[config.mk]
export PLATFORM = sky130hd
export DESIGN_NAME = shift_add_mult
export DESIGN_NICKNAME = d
export VERILOG_FILES = /design/src/rtl/shift_add_mult.sv
export SDC_FILE = /design/constraint.sdc
export NUM_CORES = 1
export LEC_CHECK = 0
export ABC_AREA = 1
export CORE_ASPECT_RATIO = 0.7
export CORE_MARGIN = 8
export CORE_UTILIZATION = 59
export DETAILED_ROUTE_END_ITERATION = 12
export PLACE_DENSITY = 0.86
export SLEW_MARGIN = 40
export SYNTH_ARGS = -nofsm -noshare
export SYNTH_HDL_FRONTEND = slang
export SYNTH_SLANG_ARGS = --single-unit
[constraint.sdc]
create_clock -name clk -period 5.8 [get_ports clk]
set_input_delay 0.87 -clock clk [delete_from_list [all_inputs] [get_ports clk]]
set_output_delay 0.87 -clock clk [all_outputs]
set_load 0.02 [all_outputs]
[src/rtl/shift_add_mult.sv]
// Iterative shift-and-add multiplier: one product bit per cycle, fixed WIDTH-cycle latency.
// Define SHIFT_ADD_MULT_SIGNED_EN for two's-complement operands and product.
module shift_add_mult #(
    parameter int WIDTH = 28
) (
    input  logic                 clk,
    input  logic                 rstn,
    input  logic                 in_valid,
    output logic                 in_ready,
    input  logic [WIDTH-1:0]     a,
    input  logic [WIDTH-1:0]     b,
    output logic                 out_valid,
    input  logic                 out_ready,
    output logic [2*WIDTH-1:0]   p,
    output logic                 busy
);

    localparam int CW = (WIDTH > 2) ? $clog2(WIDTH) : 1;
    localparam logic [CW-1:0] LAST_STEP = CW'(WIDTH - 1);

    typedef enum logic [1:0] {IDLE, BUSY, DONE} state_t;

    state_t               state_reg;
    logic [WIDTH-1:0]     mcand_reg;
    logic [2*WIDTH-1:0]   acc_reg;
    logic [CW-1:0]        count_reg;

    logic [WIDTH-1:0]     a_mag;
    logic [WIDTH-1:0]     b_mag;
    logic [WIDTH:0]       upper_sum;
    logic [2*WIDTH-1:0]   acc_next;
    logic [2*WIDTH-1:0]   result;

`ifdef SHIFT_ADD_MULT_SIGNED_EN
    logic sgn_reg;

    // |-2^(WIDTH-1)| = 2^(WIDTH-1) still fits as an unsigned WIDTH-bit magnitude.
    assign a_mag  = a[WIDTH-1] ? (~a + 1'b1) : a;
    assign b_mag  = b[WIDTH-1] ? (~b + 1'b1) : b;
    assign result = sgn_reg ? (~acc_next + 1'b1) : acc_next;
`else
    assign a_mag  = a;
    assign b_mag  = b;
    assign result = acc_next;
`endif

    // Upper half gains a carry bit; the shift folds it back into the accumulator.
    assign upper_sum = acc_reg[0] ? ({1'b0, acc_reg[2*WIDTH-1:WIDTH]} + {1'b0, mcand_reg})
                                  :  {1'b0, acc_reg[2*WIDTH-1:WIDTH]};
    assign acc_next  = {upper_sum, acc_reg[WIDTH-1:1]};

    assign in_ready = (state_reg == IDLE) && rstn;
    assign busy     = (state_reg != IDLE);

    always_ff @(posedge clk or negedge rstn) begin
        if (!rstn) begin
            state_reg <= IDLE;
            mcand_reg <= '0;
            acc_reg   <= '0;
            count_reg <= '0;
            p         <= '0;
            out_valid <= 1'b0;
`ifdef SHIFT_ADD_MULT_SIGNED_EN
            sgn_reg   <= 1'b0;
`endif
        end else begin
            case (state_reg)
                IDLE: begin
                    if (in_valid) begin
                        mcand_reg <= a_mag;
                        acc_reg   <= {{WIDTH{1'b0}}, b_mag};
                        count_reg <= '0;
`ifdef SHIFT_ADD_MULT_SIGNED_EN
                        sgn_reg   <= a[WIDTH-1] ^ b[WIDTH-1];
`endif
                        state_reg <= BUSY;
                    end
                end
                BUSY: begin
                    acc_reg   <= acc_next;
                    count_reg <= count_reg + 1'b1;
                    if (count_reg == LAST_STEP) begin
                        p         <= result;
                        out_valid <= 1'b1;
                        state_reg <= DONE;
                    end
                end
                DONE: begin
                    if (out_valid && out_ready) begin
                        out_valid <= 1'b0;
                        state_reg <= IDLE;
                    end
                end
                default: state_reg <= IDLE;
            endcase
        end
    end

endmodule
== Yosys cells after proc, flatten, opt, wreduce, memory -nomap -nowiden ==
Index checks and enable logic that the tools add are counted.

* Input port bits: 60
* Output and inout port bits: 59
* Register bits: 148

* $add $sub $neg: 2
* Multiplexer cells: 12
* Equality and inequality tests: 6
* Reduce and logical (&&, ||, !) cells: 11

{| class="wikitable"
|+ Operators with widths
! operator !! count
|-
| $pmux W56 S2 || 1
|-
| $mux W56 || 1
|-
| $add A28 B28 Y29 || 1
|-
| $mux W29 || 1
|-
| $pmux W5 S2 || 1
|-
| $mux W2 || 3
|-
| $ne A2 B2 Y1 const B || 3
|-
| $pmux W2 S3 || 1
|-
| $reduce_and A2 Y1 || 3
|-
| $reduce_and A3 Y1 || 2
|-
| $reduce_bool A2 Y1 || 3
|-
| $add A5 B1 Y5 const B || 1
|-
| $eq A5 B5 Y1 const B || 1
|-
| $mux W5 || 1
|-
| $eq A2 B1 Y1 const B || 1
|-
| $eq A2 B2 Y1 const B || 1
|-
| $logic_and A1 B1 Y1 || 2
|-
| $logic_not A2 Y1 || 1
|-
| $mux W1 || 2
|-
| $pmux W1 S2 || 1
|}

== Longest topological paths before layout ==
* Word-level depth: 3
* Mapped depth: 14
* Depth with buffers taken out: 14

== Least setup slack after synthesis ==
No wires, ideal clock.

* Path kind: input to output
* From: input port rstn
* To: output port in_ready
* Buffers on the path: 0
* Arrival: 1184 ps
* Required time: 4930 ps
* Path slack: 3746 ps
* Stages: 2
* Cells stage by stage: inv_1 -> nor2_1

* Cells in the longest elaborated chain, start to end: 1

{| class="wikitable"
|+ RTL lines
! item !! line !! RTL
|-
| start, declared || 7 || <nowiki>input logic rstn,</nowiki>
|-
| $logic_and A1 B1 Y1 || 52 || <nowiki>assign in_ready = (state_reg == IDLE) && rstn;</nowiki>
|-
| end, declared || 9 || <nowiki>output logic in_ready,</nowiki>
|}

No other way between the ends.

== Worst setup path in the final report ==
* From: register state_reg[1]
* To: register p[9]

* Cells in the longest elaborated chain, start to end: 2

{| class="wikitable"
|+ RTL lines
! item !! line !! RTL
|-
| start, declared || 23 || <nowiki>state_t state_reg;</nowiki>
|-
| start signal, assigned || 57 || <nowiki>state_reg <= IDLE;</nowiki>
|-
| start signal, assigned || 76 || <nowiki>state_reg <= BUSY;</nowiki>
|-
| start signal, assigned || 85 || <nowiki>state_reg <= DONE;</nowiki>
|-
| $eq A2 B1 Y1 || 67 || <nowiki>case (state_reg)</nowiki>
|-
| $reduce_and A2 Y1 (no source line) || - ||
|-
| end signal, assigned || 83 || <nowiki>p <= result;</nowiki>
|-
| end, declared || 14 || <nowiki>output logic [2*WIDTH-1:0] p,</nowiki>
|}

No other way between the ends.
A chain may end at the register's enable or synchronous reset.

==> results by group <==
Status
  – Status: finished, final reports clean

Drt
  – Routed Antenna Nets: 0
  – Iteration-0 DRC Markers: 670
  – DRC violations left: 0
  – Vias: 7280
  – Vias per inst: 5.39
  – DR WL/cell: 16.0 µm
  – Total routed wirelength: 21500 µm
  – Drt pass-1 iters: 5

Cells and area
  – NumNets Final: 1238
  – Commonest non-fill, non-tap cell in the layout: nand2_1
  – Layout area overhead: 22.8%
  – Most frequent cells in the layout: nand2_1 (342), dfrtp_1 (148), inv_1 (139), clkdlybuf4s50_1 (117), nand3_1 (71)
  – Share of post-route cells with drive strength above 1: about a tenth
  – Antenna Cells: 0

Logic synthesis
  – Ys Warns: 0
  – Synth Instances: about 1000
  – Synthesized area: 8240 µm²
  – Mean Syn Cell Area: roughly 8 µm²
  – Mux contribution to synthesized area: 3.69%
  – Largest family of logic cells by synthesized area: simple AND/OR/NAND/NOR gates
  – Sequential fraction of the synthesis area: 44.9%
  – Yosys reg bits: 148
  – Synthesized Nets: 1134
  – Adder-cell area share of the yosys netlist: 4.64%
  – Distinct cells, synth: 36
  – Post-Synth Simple-Gate Area: 27.1%
  – Post-Synth XOR/XNOR Area: roughly 1.1%
  – Compound-Gate Fraction of Synth Area: 9.65%

Die
  – Starting Density: 59.8%
  – Chip Width: about 160 µm
  – Top Ports: 119
  – # rows: 36
  – Core area: between 10000 and 15000 µm²
  – Total Die Area: 18100 µm²
  – DIE HEIGHT: 115 µm

Timing
  – Final TNS setup: 0 ns
  – Worst rel slew slack: around 54%
  – Final Hold Fails: 0
  – Final setup violation count: 0
  – Max-slew violations: 0
  – Unrepaired setup endpoints after global routing: false
  – Final hold slack: about 0.46 ns
  – Clock Skew: 0.00735 ns
  – Max Fclk: ~0.32 GHz
  – Min Clock Period, post-route: 3.17 ns
  – Tcrit/Tclk final: 54.6%
  – Worst-Margin Slew: 0.692 ns

Critical path
  – Crit path cell chain: nor2_4 -> buf_6 -> inv_2 -> nor2_4 -> inv_2 -> buf_4 -> nand2_1 -> o21ai_1
  – Critical path's largest stage delay: approximately 0.60 ns
  – Buffers & Inverters on Critical Path: 4
  – CP delay by family, top: buffers and inverters
  – Worst EP arrival: 3.46 ns
  – Slowest CP cell: nor2_4
  – Crit path required time: 6.09 ns
  – Worst-path fanout max: a little over 80
  – Setup crit end kind: flop
  – Critical path class: reg2reg
  – Setup crit start kind: flop

CTS
  – CTS root buffer: clkbuf_16
  – Setup Buffers After CTS: 0
  – CTS tree: yes
  – CTS sink count: 148
  – Hold-fix buffers at CTS: 0
  – Num CTS Buffers: 17
  – H-tree depth: 4
  – Clk_lat worst skew: roughly 0.42 ns
  – Resized cells post-CTS: 0
  – Worst-path clk slew: 0.07 ns
  – Clk buf depth: 2

Global route
  – GRT Overall Usage: between 20 and 25%
  – Antenna violations before repair: 0
  – Total grt overflow: 0
  – Largest net degree at the start of global routing: 84
  – Vias in the first global route: 7119
  – First-pass GRT wire length: 35300 µm

Power
  – Power per cell area: 694 nW/µm²
  – Lkg Pwr: slightly above 5 nW
  – Peak supply drop: 0.287 mV

Placement
  – RePlAce Congestion: approximately 0.92
  – IO Port Bufs: 118
  – Detailed placer's ending HPWL: 15200 µm

Hold path
  – Hold Crit Class: in2async

Run
  – Max-cap violation count: 0
## cells by family after synthesis
logic type	after synthesis
xor+xnor	10
compound gates	133
flops	148
buf+inv	182
simple gates	514
mux	27
fa+ha+maj	30
## power breakdown
group          leakage (nW)  internal, W  switching, W
Clock                 0.281     0.000645      0.000482
Sequential             1.81      0.00153      0.000280
Combinational          3.08      0.00155       0.00254
## per-stage QoR
stage	total power (W)	cell area, µm²	worst slack, ns	cells	utilization, %
after floorplan	0.00467	8240	3.75	1044	-
after global placement	0.00568	9520	2.56	1319	69.1
after detailed placement	0.00581	9530	2.46	1319	69.1
after CTS	0.00699	10100	2.50	1350	73.4
after global routing	0.00759	10100	2.35	1350	73.4
final	0.00702	10100	2.63	1350	73.4
## area by class of cell
cell class,count,area [µm²]
multi-input cells,714,3820
flip-flops and latches,148,3700
fillers,1090,3660
repair buffers,124,1230
inverters,143,537
clock buffers,17,425
well taps,190,238
clock inverters,14,166
## worst register-to-register path, stage by stage (launching register included)
cell and delay (ns):
dfrtp_1 0.44, nor2_4 0.12, buf_6 0.50, inv_2 0.25
nor2_4 0.60, inv_2 0.48, buf_4 0.43, nand2_1 0.15
o21ai_1 0.07
## worst paths after layout
kind	startpoint	end	slack, ns	cells after the start
hold / removal	rstn	acc_reg[39]	0.46	1
setup reg to reg	state_reg[1]	p[9]	2.63	8
min in group clk	p[37]	p[37]	0.48	2
hold reg to reg	p[37]	p[37]	0.48	2
setup / recovery	state_reg[1]	p[9]	2.63	8
max in group asynchronous	rstn	mcand_reg[26]	4.23	2
## routing by layer
| layer | global-route usage, % | vias to the layer above | wire [µm] |
|---|---|---|---|
| met5 | 0 | - | 0 |
| met4 | 6.89 | 0 | 263 |
| met3 | 5.75 | 26 | 1520 |
| met2 | 38.5 | 253 | 9780 |
| met1 | 33.5 | 3427 | 9970 |
| li1 | - | 3574 | - |
## synth_stat cells
cell type,number,area [µm²]
nand2_1,343,1290
dfrtp_1,148,3700
inv_1,139,522
nand3_1,71,355
o21ai_0,36,180
nor2_1,35,131
o21ai_1,35,175
ha_1,29,363
buf_2,28,140
mux2_2,27,304
a21oi_1,18,90.1
nor3_1,18,90.1
a221oi_1,16,140
o211ai_1,16,120
or2_2,14,87.6
clkbuf_1,7,26.3
nand3_2,7,70.1
nand4_1,7,43.8
xnor2_1,7,61.3
nand2_2,5,31.3
buf_4,4,30.0
inv_2,4,15.0
nor2_2,4,25.0
nor2_4,4,45.0
a21o_1,3,22.5
o22ai_1,3,18.8
xor2_1,3,26.3
a21oi_2,2,17.5
and2_1,2,12.5
nand3b_4,2,40.0
o21bai_1,2,15.0
fa_1,1,20.0
nand3b_2,1,11.3
o21ai_2,1,8.76
o31ai_1,1,7.51
or2_1,1,6.26
(Power assumes the default switching activity.)
==> edit, RTL diff (same flow settings) <==
Build with the macro `SHIFT_ADD_MULT_SIGNED_EN` defined.
--- a/src/rtl/shift_add_mult.sv
+++ b/src/rtl/shift_add_mult.sv
@@ -2,2 +2,4 @@
 // Define SHIFT_ADD_MULT_SIGNED_EN for two's-complement operands and product.
+`define SHIFT_ADD_MULT_SIGNED_EN
+
 module shift_add_mult #(
Check against the original RTL: same outputs for any inputs over 10 cycles, from zero or initial values and one cycle with rstn low; that may be too few to reach the edited logic, so the function may still have changed.
==> edit against the unedited design <==
Sequential cell count increased by 1. Clock skew is 4.1 ps higher. Fmax decreased by 0.33%. Area after synthesis increased by 31%. Worst setup slack worse by 10 ps. Clock power fell by 4%. Final area rose by 25%. First-iteration DRC count increased by 90%. Hold slack got worse by 190 ps. Via count increased by 48%. Power up 15%. Wire length increased by 51%.
==> edit: results (changes against the unedited design) <==
[pwr]
ir_worst_vdd_mv=0.292  ; was 0.287 mV
p_leak_nw=6.21  ; was 5.17 nW
swShare_pct=53.2  ; was 47.0%

[yosys]
yosys_warnings=0  ; unchanged
synthTopCellsByArea=dfrtp_1 35%, nand2_1 17%, o21ai_0 6.2%, inv_1 5.4%, nor2_1 5.0%  ; was dfrtp_1 45%, nand2_1 16%, inv_1 6.3%, ha_1 4.4%, nand3_1 4.3%
yosysSeqAreaShare_pct=34.5  ; was 44.9%
ys_types=56  ; was 36
async_reset_ff_share_pct=100  ; unchanged
syn_nets=1652  ; was 1134
synth_flop_cell=dfrtp_1  ; unchanged
synthTopCellsByCount=485 x nand2_1, 155 x inv_1, 149 x dfrtp_1  ; was 343 x nand2_1, 148 x dfrtp_1, 139 x inv_1

[clock_tree]
clk_path_buf_depth=2  ; unchanged
clock_latency_ps=440  ; was 420 ps
clk_pin_slew_ps=70  ; about the same
cts.root.buffer_cell=clkbuf_16  ; unchanged
cts_resized=0  ; unchanged
postCtsSetupRepairBufs=0  ; unchanged
cts_max_level=4  ; unchanged
cts_buffers=17  ; unchanged

[critical_path]
r2r_cells=21  ; was 8
slowest_delay_ps=380  ; was 600 ps
crit_family=simple AND/OR/NAND/NOR gates  ; was buffers and inverters
reg2reg_to=p[55]  ; was p[9]
crit_type=reg2reg  ; unchanged
worstPathArrival_ps=3490  ; was 3460 ps
crit-reg2reg-launch=mcand_reg[0]  ; was state_reg[1]
cp_max_fo=4  ; was 83
cp_slowest_cell=fa_1  ; was nor2_4
reg2reg_slack_ps=2620  ; was 2630 ps

[routing]
drtIter0Drc=1272  ; was 670
wirelength_mm=32.5  ; was 21.5 mm
drc=0  ; unchanged
drtPass1Iterations=6  ; was 5
viasPerCell=5.68  ; was 5.39

[status]
outcome=completed  ; unchanged

[min_path]
min_path_type=in2async  ; unchanged

[finish]
nets=1747  ; was 1238
drive_gt1_share_pct=7.98  ; was 9.57%
n_antenna_cell=0  ; unchanged

[global_route]
grt_max_degree=101  ; was 84
grt_usage_pct=27.9  ; was 24.5%
grt_pass1_wl_mm=50.6  ; was 35.3 mm
antenna_found_initial=1  ; was 0
grt_pass1_vias=9497  ; was 7119

[timing]
skew_ps=11.4  ; was 7.35 ps
max_slew.worst_pin.slew_ps=761  ; was 692 ps

[place]
io_buffers=118  ; unchanged
place.detailed.hpwl_mm=25.2  ; was 15.2 mm
routabilityCongestion=0.939  ; was 0.915

-- edit: cell types whose count changed after synthesis, sizes merged, moves of 24 or more --
| cell | before | now |
|---|---|---|
| xor2 | 3 | 60 |
| o21ai | 72 | 147 |
| buf | 32 | 8 |
| nand2 | 348 | 507 |
| inv | 143 | 168 |
| clkbuf | 7 | 44 |
| nor2 | 43 | 165 |
| mux2 | 27 | 0 |
-- edit: worst min path at each step --
stage          slack [ps]            end  cells after the start          start
2_1_floorplan         460  mcand_reg[19]                      2  mcand_reg[19]
3_3_place_gp          460          p[45]                      2          p[45]
3_5_place_dp          470          p[50]                      2          p[50]
4_1_cts               250    acc_reg[37]                      1           rstn
5_1_grt               260          p[49]                      1           rstn
6_report              260          p[49]                      1           rstn
-- edit: layout make-up --
class                      count  area (µm²)
clock inverter                15         165
timing repair buffer         128        1270
tap                          236         295
inverter                     170         638
clock buffer                  17         425
multi-input combinational   1188        6170
sequential                   149        3730
fill                        1542        5260
-- edit: through the flow --
step,setup WS [ps],cell area (µm²),hold WS (ps),cells,util [%]
finish,2620,12700,261,1903,70.7
global route,2390,12700,258,1903,70.7
CTS,2710,12700,250,1903,70.6
detailed placement,2390,12100,471,1871,67.4
floorplan,3220,10800,455,1559,-
global placement,2450,12100,462,1871,67.3
-- edit: cells by family (layout without fill, tap and decap cells) --
group	count (synthesis)	in the layout	synth area share [%]
muxes	1	1	0.0927
adders and majority gates	33	33	3.89
and+or+nand+nor	826	826	33.3
DFF	149	149	34.5
xor gates and xnor gates	82	82	6.65
buffers and inverters	222	330	8.36
AOI/OAI and AO/OA	246	246	13.1
-- edit: routing by layer --
metal	share of wire, %	GRT usage [%]
met5	0.049	0
met1	47	43.8
met2	38	35.5
met3	14	9.88
met4	0.94	4.89
-- edit: worst reg2reg max path, stage by stage (launching register included) --
cell and delay, ps:
dfrtp_1 370, ha_1 230, inv_1 70, fa_1 380, inv_1 150, nand2_1 70
nand2_1 60, nand2_1 40, o21ai_1 350, inv_1 180, nor2_1 140, inv_1 70
nor2_4 150, nand3_4 120, nor2_4 180, nand2_1 70, nor2_1 80, nand3_1 100
nand2_1 70, nand2_1 50, nand3_1 90, nand2_1 60
-- edit: power groups by stage --
stage                     Clock, W  Combinational [W]  Sequential [W]
after floorplan                  0            0.00334         0.00198
after global placement           0            0.00469         0.00200
after detailed placement         0            0.00482         0.00202
after CTS                  0.00109            0.00486         0.00201
after global routing       0.00113            0.00549         0.00209
final                      0.00108            0.00494         0.00206
